## config.mk

```make
export PLATFORM = sky130hd
export DESIGN_NAME = ifetch_stage
export DESIGN_NICKNAME = d
export VERILOG_FILES = /design/src/rtl/ifetch_stage_pkg.sv /design/src/rtl/ifetch_stage_reg32.sv /design/src/rtl/ifetch_stage.sv
export SDC_FILE = /design/constraint.sdc
export NUM_CORES = 1
export LEC_CHECK = 0
export ABC_CLOCK_PERIOD_IN_PS = 2700
export BUFFER_PORTS_ARGS = -buffer_cell sky130_fd_sc_hd__buf_2
export CAP_MARGIN = 30
export CORE_UTILIZATION = 29
export CTS_CLUSTER_DIAMETER = 120
export CTS_CLUSTER_SIZE = 12
export DETAILED_ROUTE_END_ITERATION = 16
export SYNTH_ARGS = -nofsm -noshare
export SYNTH_HDL_FRONTEND = slang
export SYNTH_SLANG_ARGS = --single-unit
```

## constraint.sdc

```tcl
create_clock -name CLK -period 2.7 [get_ports CLK]
set_clock_uncertainty 0.05 [all_clocks]
set_input_delay 0.54 -clock CLK [delete_from_list [all_inputs] [get_ports CLK]]
set_output_delay 0.54 -clock CLK [all_outputs]
set_load 0.01 [all_outputs]
```

## src/rtl/ifetch_stage_pkg.sv

```systemverilog
// Shared types and constants for the instruction fetch stage.
package ifetch_stage_pkg;

   localparam int unsigned XLEN = 32;

   localparam logic [XLEN-1:0] DEF_RESET_PC = 32'h0000_0000;
   localparam logic [XLEN-1:0] PC_INC       = 32'd4;

   typedef enum logic [1:0] {
      S_FETCH   = 2'd0,
      S_DISCARD = 2'd1,
      S_HOLD    = 2'd2
   } fetch_state_t;

   // Force a byte address onto a word boundary.
   function automatic logic [XLEN-1:0] word_align(input logic [XLEN-1:0] addr);
      return addr & ~(XLEN'(3));
   endfunction

endpackage

```

## src/rtl/ifetch_stage_reg32.sv

```systemverilog
// 32-bit capture register with synchronous clear, used for the IR and its PC.
module ifetch_stage_reg32
   import ifetch_stage_pkg::*;
(
   input  logic            clk,
   input  logic            reset,
   input  logic            we,
   input  logic [XLEN-1:0] d,
   output logic [XLEN-1:0] q
);

   always_ff @(posedge clk) begin
      if (reset) begin
         q <= '0;
      end else if (we) begin
         q <= d;
      end
   end

endmodule

```

## src/rtl/ifetch_stage.sv

```systemverilog
// Instruction fetch stage: request/ack memory fetch, redirect handling and
// a one-deep instruction hold register feeding decode.
module ifetch_stage
   import ifetch_stage_pkg::*;
#(
   parameter logic [XLEN-1:0] RESET_PC = DEF_RESET_PC
)(
   input  logic            CLK,
   input  logic            Reset,
   input  logic [XLEN-1:0] PC_New,
   input  logic            PC_LdNew,
   input  logic            Stall,
   output logic [XLEN-1:0] Mem_Addr,
   output logic            Mem_Req,
   input  logic            Mem_Ack,
   input  logic [XLEN-1:0] Mem_Rdata,
   output logic [XLEN-1:0] Instr,
   output logic [XLEN-1:0] PC_Out,
   output logic            Instr_Valid
);

   fetch_state_t    state_q, state_d;
   logic [XLEN-1:0] pc_q, pc_d;
   logic [XLEN-1:0] redir_q, redir_d;
   logic            valid_q;
   logic            capture;
   logic [XLEN-1:0] new_target;

   assign new_target = word_align(PC_New);

   // State, PC and redirect registers.
   always_ff @(posedge CLK) begin
      if (Reset) begin
         state_q <= S_FETCH;
         pc_q    <= word_align(RESET_PC);
         redir_q <= '0;
         valid_q <= 1'b0;
      end else begin
         state_q <= state_d;
         pc_q    <= pc_d;
         redir_q <= redir_d;
         valid_q <= (state_d == S_HOLD);
      end
   end

   // Next-state logic; redirect beats ack, ack beats stall.
   always_comb begin
      state_d = state_q;
      pc_d    = pc_q;
      redir_d = redir_q;
      capture = 1'b0;

      case (state_q)
         S_FETCH: begin
            if (PC_LdNew) begin
               if (Mem_Ack) begin
                  pc_d = new_target;
               end else begin
                  redir_d = new_target;
                  state_d = S_DISCARD;
               end
            end else if (Mem_Ack) begin
               capture = 1'b1;
               pc_d    = pc_q + PC_INC;
               state_d = S_HOLD;
            end
         end

         // Outstanding fetch must drain before the redirect takes effect.
         S_DISCARD: begin
            if (PC_LdNew) begin
               redir_d = new_target;
            end
            if (Mem_Ack) begin
               pc_d    = PC_LdNew ? new_target : redir_q;
               state_d = S_FETCH;
            end
         end

         S_HOLD: begin
            if (PC_LdNew) begin
               pc_d    = new_target;
               state_d = S_FETCH;
            end else if (!Stall) begin
               state_d = S_FETCH;
            end
         end

         default: begin
            state_d = S_FETCH;
         end
      endcase
   end

   // Request is suppressed while Reset is high so a stale fetch never escapes.
   assign Mem_Req     = !Reset && (state_q != S_HOLD);
   assign Mem_Addr    = pc_q;
   assign Instr_Valid = valid_q;

   ifetch_stage_reg32 u_ir (
      .clk   (CLK),
      .reset (Reset),
      .we    (capture),
      .d     (Mem_Rdata),
      .q     (Instr)
   );

   ifetch_stage_reg32 u_ir_pc (
      .clk   (CLK),
      .reset (Reset),
      .we    (capture),
      .d     (pc_q),
      .q     (PC_Out)
   );

endmodule

```

# [Word level (Yosys, flattened, before mapping)]
# Cells that the tools add are included.
[word_totals] output_inout_bits=98 ram_bits=0 in_bits=69 mem_count=0 rom_bits=0 register_bits=131 latchBits=0
[op_classes] mul=0 muxes=20 n_bitwise=0 n_eq_ne=9 n_div=0 add_sub_neg=1 n_reduce_logical=7 n_shift=0 n_lt_le_gt_ge=0
[ops] op="2-to-1 mux 32 bit" n=8
[ops] op="case mux 32 bit (3 select lines)" n=1
[ops] op="case mux 32 bit (2 select lines)" n=1
[ops] op="adder 32 x 3 -> 32 bit (second input constant)" n=1
[ops] op="2-to-1 mux 2 bit" n=6
[ops] op="inequality test 2 bit (second input constant)" n=6
[ops] op="case mux 2 bit (3 select lines)" n=1
[ops] op="equality test 2 bit (second input constant)" n=2
[ops] op="AND reduction 4 bit" n=1
[ops] op="2-to-1 mux 1 bit" n=3
[ops] op="AND reduction 3 bit" n=1
[ops] op="nonzero test 3 bit" n=1
[ops] op="equality test 2 x 1 -> 1 bit (second input constant)" n=1
[ops] op="zero test 2 bit" n=1
[ops] op="nonzero test 2 bit" n=1
[ops] op="logical AND 1 bit" n=1
[ops] op="zero test 1 bit" n=1

# [Logic depth before layout (Yosys ltp)]
[logic_depth] depth_word=4 ltp_mapped=10

# [Hierarchy]
# From an unflattened synthesis, not the netlist that was laid out.
[unflattened] cells_unflattened=746 area_unflattened_um2=6273.5
[by_module_without_submodules] module="ifetch_stage" instances=1 cells_per_inst=540 area_each_um2=3946.3
[by_module_without_submodules] module="ifetch_stage_reg32" instances=2 cells_per_inst=103 area_each_um2=1163.6

# [Least setup slack after synthesis]
# OpenSTA, ideal clock, no wires.
[synth_timing] path_kind="reg2reg" from="register state_q[0]" to="register pc_q[29] (netlist: Mem_Addr[29])" arrival_time_ps=2162 setup_ps=123 setup_slack_ps=364 path_stages_with_launch=10 path_cell_list="dfxtp_1 -> inv_1 -> ha_1 -> buf_2 -> o21ba_4 -> or3_1 -> buf_6 -> a221o_1 -> a311oi_1 -> nor3_1"
[synth_via] elab_chain_len=3 word_cells_on_any_way=9 cone_classes="eq/ne (5); mux (1); reduce/logical (3)"
[synth_rtl] element="start: declaration" line_no="ifetch_stage.sv:22" rtl="fetch_state_t state_q, state_d;"
[synth_rtl] element="start signal: assignment" line_no="ifetch_stage.sv:39" rtl="state_q <= state_d;"
[synth_rtl] element="equality test 2 x 1 -> 1 bit, or another cell as far along" line_no="ifetch_stage.sv:53" rtl="case (state_q)"
[synth_rtl] element="inequality test 2 bit (no line) / nonzero test 3 bit (equally long branches)"
[synth_rtl] element="AND reduction 4 bit (no line)"
[synth_rtl] element="end signal: assignment" line_no="ifetch_stage.sv:35" rtl="pc_q <= word_align(RESET_PC);"
[synth_rtl] element="end signal: assignment" line_no="ifetch_stage.sv:40" rtl="pc_q <= pc_d;"
[synth_rtl] element="end: declaration" line_no="ifetch_stage.sv:23" rtl="logic [XLEN-1:0] pc_q, pc_d;"
# Parallel ways exist; a longest one is shown, timed or not.
# A chain may end at the register's enable or synchronous reset.

# [Worst setup path after layout]
[layout_timing] from="register state_q[1]" to="register pc_q[19] (netlist: Mem_Addr[19])"
# The elaborated chain is that of the path after synthesis.

==> impl_metrics.yaml <==
critical_path:
  slowest_delay_ps: 450
  r2r_setup_slack_ps: 270
  r2r-start: "state_q[1]"
  critPathMaxFanout: 9
  required_ps: 2960
  critPathLaunch: "state_q[1]"
  r2r_cells: 8
  start_kind: "register"
  cpMaxStageDelayCell: "dfxtp_1"
  crit_family: "compound AO/OA/AOI/OAI gates"
  worstSetupPathType: "register to register"
  r2r-end: "Mem_Addr[19]"
  path_buf_inv: 2
  end_kind: "register"
  path_cells: "inv_1, ha_1, o21ba_4, or3_1, buf_4, a211oi_1, a311oi_1, nor3b_1"
  endpoint: "Mem_Addr[19]"
  cp.depth: 8
  arrival_ps: 2690
sta:
  hold_viol_final: 0
  maxSlewViolCount: 0
  totalNegativeSetupSlack_ps: 0
  period_share_pct: 90.0
  tightestPinTransition_ps: 673
  fin_hold_ws_ps: 294
  layout_min_cycle_time_ps: 2430
  relSlewSlack_pct: 54.7
  setup_viol: 0
  rsz0062_at_grt: "false"
  fmax_mhz: 411
routing:
  vias: 6270
  postRouteAntennaNets: 0
  drtIter0Drc: 456
  first_pass_iters: 5
  routedWlPerCell_um: 15.6
  drcViolationCount: 0
  wirelength_um: 19900
  vias_per_cell: 4.93
cts:
  insertion_delay_ps: 420
  cts_setup_buffers: 0
  cts_resized: 0
  hold_buffers: 0
  cts-buffers-inserted: 17
  cts-root-buf: "clkbuf_16"
  clock_path_buffers: 2
  clkSlewWorstSetupHoldPaths_ps: 70
  cts_tree: "done"
  cts_htree_levels: 4
  cts.sinks: 131
logic_synthesis:
  synth_top_area_cell: "dfxtp_1"
  syn_inst: 826
  synth_edf_count: 0
  synth_most_common_cell: "nand2_1"
  synth_top_flop_cell: "dfxtp_1"
  ys_ff_latch: 131
  synthTopCellsByCount: "234 x nand2_1, 144 x a21oi_1, 131 x dfxtp_1"
  yosysSeqAreaShare_pct: 42.0
  synth_top_area_share_pct: 42.0
  ys.warnings.count: 0
  synth.area.top_cells: "dfxtp_1 42%, nand2_1 14%, a21oi_1 12%, clkbuf_1 2.9%, o21ai_0 2.1%"
  synth_nets: 901
  netlist_area_um2: 6240
  synth_cell_types: 62
  async_flop_share_pct: 0
  synth.avg_cell_area_um2: 7.55
die:
  rows: 53
  io_pins: 167
  start_util_pct: 29.6
  core-area_um2: 21100
  fp.dieH_um: 149
  die_w_um: 149
  die_area_um2: 22100
hold_path:
  hold_class: "input pin to register"
global_routing:
  grt_overflow: 0
  grtUsageMet1_pct: 25.6
  grt_pass1_wl_um: 31400
  grt_pass1_vias: 5715
  grt_util_met2_pct: 26.7
  use_met3_pct: 5.15
  antenna_found_initial: 4
  grt_start_max_net_pins: 92
  track_usage_pct: 18.2
  busiest_layer: "met2"
power_and_ir_drop:
  p_int_w: 0.00409
  design_power_total_w: 0.00571
  power.density_nw_per_um2: 702
  pwr-share-clk_pct: 45.0
  pwr-share-comb_pct: 16.9
  power.leakage_nw: 3.42
  seqPwrFrac_pct: 38.1
  swShare_pct: 28.5
  irDropWorstVdd_v: 0.000344
  p_sw_w: 0.00163
place:
  gp_congestion: 0.796
  dp_hpwl_um: 14000
  placed_cell_area_um2: 7480
  io_buffers: 164
job:
  cap_violations: 0
finish:
  final_cell_area_um2: 8140
  seqCellArea_um2: 2620
  layout-drive-gt1-share_pct: 26.0
  fill_cells: 2231
  area_growth_pct: 30.5
  multiInputGateArea_um2: 3300
  nets: 1058
  fin_util_pct: 38.6
run_status:
  status: "completed"
[power by group through the flow]
| stage | registers (W) | clock network [W] | logic, W |
|---|---|---|---|
| after floorplan | 0.00224 | 0 | 0.000531 |
| after global placement | 0.00222 | 0 | 0.000959 |
| after detailed placement | 0.00222 | 0 | 0.000966 |
| after CTS | 0.00218 | 0.00264 | 0.000970 |
| after global routing | 0.00220 | 0.00274 | 0.00107 |
| final | 0.00218 | 0.00257 | 0.000966 |
[worst min path at each step]
| stage | startpoint | endpoint | slack (ps) | depth (start not counted) |
|---|---|---|---|---|
| final | Mem_Rdata[30] | u_ir.q[30] | 290 | 3 |
| after global placement | u_ir.q[0] | u_ir.q[0] | 390 | 2 |
| after global routing | Mem_Rdata[12] | u_ir.q[12] | 280 | 3 |
| after detailed placement | u_ir.q[0] | u_ir.q[0] | 390 | 2 |
| after CTS | Mem_Rdata[29] | u_ir.q[29] | 280 | 3 |
| after floorplan | redir_q[5] | redir_q[5] | 380 | 2 |
[flip-flops by register name, indices dropped and copies added (netlist names)]
name / count
Mem_Addr: 32
redir_q: 32
u_ir.q: 32
u_ir_pc.q: 32
state_q: 2
Instr_Valid: 1
[cell usage in the layout (no fill, tap or decap), types with 4 or more instances in the layout]
master and instances:
nand2_1 234, buf_2 163, a21oi_1 144, dfxtp_1 131, buf_4 39, o21ai_0 26
nor2_1 21, clkbuf_16 17, a22oi_1 16, inv_1 14, nor3_1 14, nand3_1 12
nand4_1 11, and3_1 10, a21o_1 8, a31oi_1 8, a211oi_1 8, nor4_1 7
mux2i_1 7, ha_1 6, or2_2 5, o211ai_1 5, bufinv_16 5, a311oi_1 4
and2_1 4, o22ai_1 4, inv_6 4
[logic make-up after synthesis]
| kind of cell | synth area share (%) |
|---|---|
| simple gates | 24.9 |
| compound gates | 24.0 |
| flops | 42.0 |
| buf+inv | 5.31 |
| mux | 1.66 |
| fa+ha+maj | 1.36 |
| xor+xnor | 0.702 |
[per-stage QoR]
stage / std cells / setup slack [ps]
CTS: 1271 / 269
floorplan: 826 / 364
detailed placement: 1239 / 312
global route: 1271 / 72.4
finish: 1273 / 269
global placement: 1239 / 305
[final cells by class]
class / count / share of cell area [%]
antenna: 2 / 0.0615
clock buffer: 17 / 5.22
clock inverter: 15 / 2.80
inverter: 14 / 0.645
multi-input combinational: 614 / 40.5
sequential: 131 / 32.2
tap: 275 / 4.23
timing repair buffer: 205 / 14.4
[worst reg2reg max path: stages (launching register included)]
cell      delay [ps]
dfxtp_1          450
inv_1            120
ha_1             220
o21ba_4          240
or3_1            450
buf_4            220
a211oi_1         320
a311oi_1          90
nor3b_1          160
[routing by layer]
layer	routed length, um	vias to the layer above
met1	9680	2865
met5	10	-
met3	1330	17
met4	210	2
met2	8660	184
li1	-	3202
Power figures use the tool's default switching activity.
